## src/rtl/hazard_forward_ctrl.sv

```systemverilog
// Operand forwarding and load-use stall controller for the 5-stage pipeline.
// Define HAZARD_STATS_EN to build the stall/forward statistics counters.
module hazard_forward_ctrl #(
  parameter int REG_AW     = 5,
  parameter int LOAD_STALL = 1,
  parameter int CNT_W      = 16
) (
  input  logic              clk,
  input  logic              rst,
  input  logic [REG_AW-1:0] id_rs,
  input  logic [REG_AW-1:0] id_rt,
  input  logic              id_use_rs,
  input  logic              id_use_rt,
  input  logic [REG_AW-1:0] ex_rs,
  input  logic [REG_AW-1:0] ex_rt,
  input  logic [REG_AW-1:0] ex_rd,
  input  logic              ex_regwrite,
  input  logic              ex_memread,
  input  logic [REG_AW-1:0] mem_rd,
  input  logic              mem_regwrite,
  input  logic [REG_AW-1:0] wb_rd,
  input  logic              wb_regwrite,
  input  logic              flush,
  output logic [1:0]        fwd_a,
  output logic [1:0]        fwd_b,
  output logic              stall,
  output logic              bubble,
  output logic [CNT_W-1:0]  stall_cnt,
  output logic [CNT_W-1:0]  fwd_cnt
);

  localparam logic [0:0] IDLE = 1'b0;
  localparam logic [0:0] WAIT = 1'b1;
  localparam logic [3:0] STALL_INIT = 4'(LOAD_STALL - 1);

  // Handshake-free block: all outputs are level signals valid in the same
  // cycle as their inputs; stall/bubble are registered-state plus comb hazard.
  logic [0:0]  state;
  logic [3:0]  cnt;
  logic        haz;
  logic        stallInt;
  logic        memHitA, memHitB, wbHitA, wbHitB;
  logic        memValid, wbValid;

  assign memValid = mem_regwrite && (mem_rd != '0);
  assign wbValid  = wb_regwrite && (wb_rd != '0);
  assign memHitA  = memValid && (mem_rd == ex_rs);
  assign memHitB  = memValid && (mem_rd == ex_rt);
  assign wbHitA   = wbValid && (wb_rd == ex_rs);
  assign wbHitB   = wbValid && (wb_rd == ex_rt);

  always_comb begin
    fwd_a = 2'b00;
    if (memHitA)     fwd_a = 2'b10;
    else if (wbHitA) fwd_a = 2'b01;
  end

  always_comb begin
    fwd_b = 2'b00;
    if (memHitB)     fwd_b = 2'b10;
    else if (wbHitB) fwd_b = 2'b01;
  end

  assign haz = ex_memread && ex_regwrite && (ex_rd != '0) &&
               ((id_use_rs && (id_rs == ex_rd)) || (id_use_rt && (id_rt == ex_rd)));

  always_comb begin
    stallInt = 1'b0;
    case (state)
      IDLE:    stallInt = haz && !flush;
      WAIT:    stallInt = !flush;
      default: stallInt = 1'b0;
    endcase
  end

  assign stall  = stallInt;
  assign bubble = stallInt;

  // The first stall cycle is spent in IDLE, so WAIT covers the remaining LOAD_STALL-1.
  always_ff @(posedge clk) begin
    if (rst || flush) begin
      state <= IDLE;
      cnt   <= 4'd0;
    end else begin
      case (state)
        IDLE: begin
          if (haz && (LOAD_STALL > 1)) begin
            state <= WAIT;
            cnt   <= STALL_INIT;
          end
        end
        WAIT: begin
          if (cnt == 4'd1) begin
            state <= IDLE;
            cnt   <= 4'd0;
          end else begin
            cnt <= cnt - 4'd1;
          end
        end
        default: begin
          state <= IDLE;
          cnt   <= 4'd0;
        end
      endcase
    end
  end

`ifdef HAZARD_STATS_EN
  logic [CNT_W-1:0] stallCnt;
  logic [CNT_W-1:0] fwdCnt;
  logic             fwdAny;

  assign fwdAny = (fwd_a != 2'b00) || (fwd_b != 2'b00);

  always_ff @(posedge clk) begin
    if (rst) begin
      stallCnt <= '0;
      fwdCnt   <= '0;
    end else begin
      if (stallInt && (stallCnt != '1)) stallCnt <= stallCnt + 1'b1;
      if (fwdAny && (fwdCnt != '1))     fwdCnt   <= fwdCnt + 1'b1;
    end
  end

  assign stall_cnt = stallCnt;
  assign fwd_cnt   = fwdCnt;
`else
  assign stall_cnt = '0;
  assign fwd_cnt   = '0;
`endif

endmodule
```

## config.mk

```make
export PLATFORM = sky130hd
export DESIGN_NAME = hazard_forward_ctrl
export DESIGN_NICKNAME = d
export VERILOG_FILES = /design/src/rtl/hazard_forward_ctrl.sv
export SDC_FILE = /design/constraint.sdc
export NUM_CORES = 1
export LEC_CHECK = 0
export CELL_PAD_IN_SITES_DETAIL_PLACEMENT = 1
export CELL_PAD_IN_SITES_GLOBAL_PLACEMENT = 2
export CORE_MARGIN = 2
export CORE_UTILIZATION = 16
export DETAILED_ROUTE_END_ITERATION = 12
export PLACE_DENSITY_LB_ADDON = 0.1
export SKIP_CTS_REPAIR_TIMING = 1
export SYNTH_ARGS = -nofsm -noshare
export SYNTH_HDL_FRONTEND = slang
export SYNTH_SLANG_ARGS = --single-unit
```

## constraint.sdc

```tcl
create_clock -name clk -period 5.66 [get_ports clk]
set_clock_uncertainty 0.1 [all_clocks]
set_input_delay 1.698 -clock clk [delete_from_list [all_inputs] [get_ports clk]]
set_output_delay 1.698 -clock clk [all_outputs]
set_load 0.1 [all_outputs]
```

==> run metrics <==
grt ovf 0; WP data required 3.86 ns; Layout area overhead 64.26%; area share of and/or/nand/nor cells after synthesis 15.99%; max_cap viols 0; final setup fails 0; Slew Limit Fails 0; Hold Path Sink cnt[1]; Tightest Pin Transition 0.5855 ns; internal power 0.1252 mW; Final min period 5.369 ns; first-pass GRT wire length 4243 um; # IOs 82; vias 829; crit path kind input pin to output pin; FF-to-FF End cnt[1]; slew margin rel. 60.61%; Place WS 0.2937 ns; CP endpoint kind output pin; worst vdd ir 0.07621 mV; Reg2Reg Depth 3; Min-Delay Path Depth 2; initial antenna violation count 0; RSZ-0062 raised after global routing no; Die H 78.99 um; clock sinks 5; vias in the first global route 844; Antenna Violating Nets Remaining 0; DIE AREA 6239 um^2; overall routed net length 2761 um; peak fanout along the critical path 3; Final Core Density 27.00%; num rows 27; worst r2r src cnt[0]; layout cell share with drive strength beyond 1 9.317%; Core Area 5473 um^2; pin count of the biggest net entering global routing 8; static leakage 0.5709 nW; initial DRC count 16; Max Buffers Root-to-Sink 2; final setup TNS 0 ns; setup slack, reg-to-reg 4.36 ns; mux cell area share after synthesis 0%; post-synthesis sequential area ratio 11.13%; Sw Ratio 53.00%; DR WL/cell 11.85 um; drt drc 0; CTS Buf Count 3; Post-layout nets 208; slowest stage delay, CP 0.55 ns; Ant. Diodes 0; vias per cell 3.558; final worst-path cycle share 94.85%; hpwl dp 2517 um; Clk pwr share 25.6%; worst hold path class flip-flop to flip-flop; Worst-Skew Late Latency 0.23 ns; CP max stage cell or4_1; xor/xnor share of the synthesized area 32.13%; top cell type's share of synthesized area 29.21%; GPL Wtd Cong 0.7025; WP data arrival 3.57 ns; drt first pass iters 4; #FFs+latches synth 5; min-delay src cnt[1]; Ys Warns 0; Post-Syn Area 899.6 um^2; dominant cell type by area after synthesis buf_4; final worst slack 0.2914 ns; startpoint types input pin; Syn Area/Cell 8.178 um^2; Gate power share 61.1%; Hold Vio Cnt, Final 0; die width 78.99 um; main combinational cell family by area after synthesis XOR/XNOR gates; PortBufs 49; status finished clean; H-tree depth 1; cells taking the most area after synthesis buf_4 29%, xor2_1 22%, dfxtp_1 11%, xnor2_1 9.7%, or4_1 4.2%; Power, Total 0.2665 mW; adder-cell share of the synthesized area 2.782%; Sequential Power Share 13.3%; distinct cell type count after synthesis 24; CTS root buffer clkbuf_8; GR Util All Layers 8.587%; FMAX 0.1863 GHz; Switching Power 0.1412 mW; power per cell area 180.3 nW/um^2; Synth Area in Compound Gates 7.093%; CTS clk-pin slew, worst paths 0.04 ns; Post-Syn Instances 110; Initial Util 16.44%; CTS tree built; cells along the critical path clkdlybuf4s50_1 -> or4_1 -> o21ai_2 -> nor4_1 -> nor4_4 -> buf_12
-- layout make-up --
type / instances / area [um^2]
fill: 664 / 3995
multi-input combinational: 98 / 665.6
timing repair buffer: 51 / 565.5
sequential: 5 / 100.1
tap: 72 / 90.09
clock buffer: 4 / 45.04
inverter: 3 / 11.26
-- worst max-delay path by stage --
| stage | endpoint | startpoint | slack, ns | depth (start not counted) |
|---|---|---|---|---|
| after CTS | fwd_b[0] | mem_rd[1] | 0.29 | 6 |
| after detailed placement | fwd_b[0] | mem_rd[1] | 0.29 | 6 |
| after global placement | fwd_b[0] | mem_rd[1] | 0.32 | 6 |
| after floorplan | stall | ex_rd[3] | 0.29 | 5 |
| final | fwd_b[0] | mem_rd[1] | 0.29 | 6 |
| after global routing | fwd_b[0] | mem_rd[1] | 0.23 | 6 |
-- power groups by stage --
stage                     clock network, mW  registers (mW)  logic [mW]
after floorplan                           0          0.0360       0.135
after global placement                    0          0.0360       0.162
after detailed placement                  0          0.0360       0.162
after CTS                            0.0710          0.0354       0.163
after global routing                 0.0723          0.0354       0.170
final                                0.0683          0.0354       0.163
-- flip-flops by register name (all words and copies together), names as in the netlist --
register and flops:
cnt 4, state 1
-- metal layers --
metal,part of all wire (%),wire length [um],track usage (%),up-vias
met3,5.4,149,0.7955,2
li1,-,-,-,407
met4,1.1,29,3.103,0
met5,0,0,0,-
met2,51,1417,15.25,35
met1,42,1165,10.73,385
-- cell usage after synthesis (all sizes together) --
master   instances
a32oi            1
o2bb2ai          1
nor4             6
nand2            1
nand3            2
nand2b           2
inv              3
xor2            23
nor2             5
o2111ai          1
o211a            1
a2111oi          1
nor3             1
dfxtp            5
o21ai            3
xnor2           10
ha               2
and2             1
buf             35
conb             1
or4              5
-- kinds of logic after synthesis --
| logic type | Yosys count |
|---|---|
| compound gates | 8 |
| xor+xnor | 33 |
| fa+ha+maj | 2 |
| buf+inv | 38 |
| flops | 5 |
| other cells | 1 |
| simple gates | 23 |
-- cell usage in the layout, fill, tap and decap left out, types with 3 or more instances in the layout --
cell type         n
clkdlybuf4s50_1  43
conb_1           32
xor2_1           23
xnor2_1          10
buf_12            6
or4_1             5
nor2_1            5
dfxtp_1           5
nor4_1            4
inv_1             3
clkbuf_8          3
-- worst max-delay path: cells and delay by family --
| kind | cells | cell delay [ns] |
|---|---|---|
| buffers and inverters | 2 | 0.68 |
| AOI/OAI and AO/OA | 1 | 0.17 |
| and+or+nand+nor | 3 | 1.02 |
-- stage by stage --
stage               area [um^2]  std cells  hold slack, ns
finish                     1478        233          0.4234
global route               1478        233          0.4500
CTS                        1478        233          0.4344
detailed placement         1433        229          0.4281
global placement           1433        229          0.3926
floorplan                  1040        141          0.3760
Note: power is estimated with default switching activity, not from simulation.
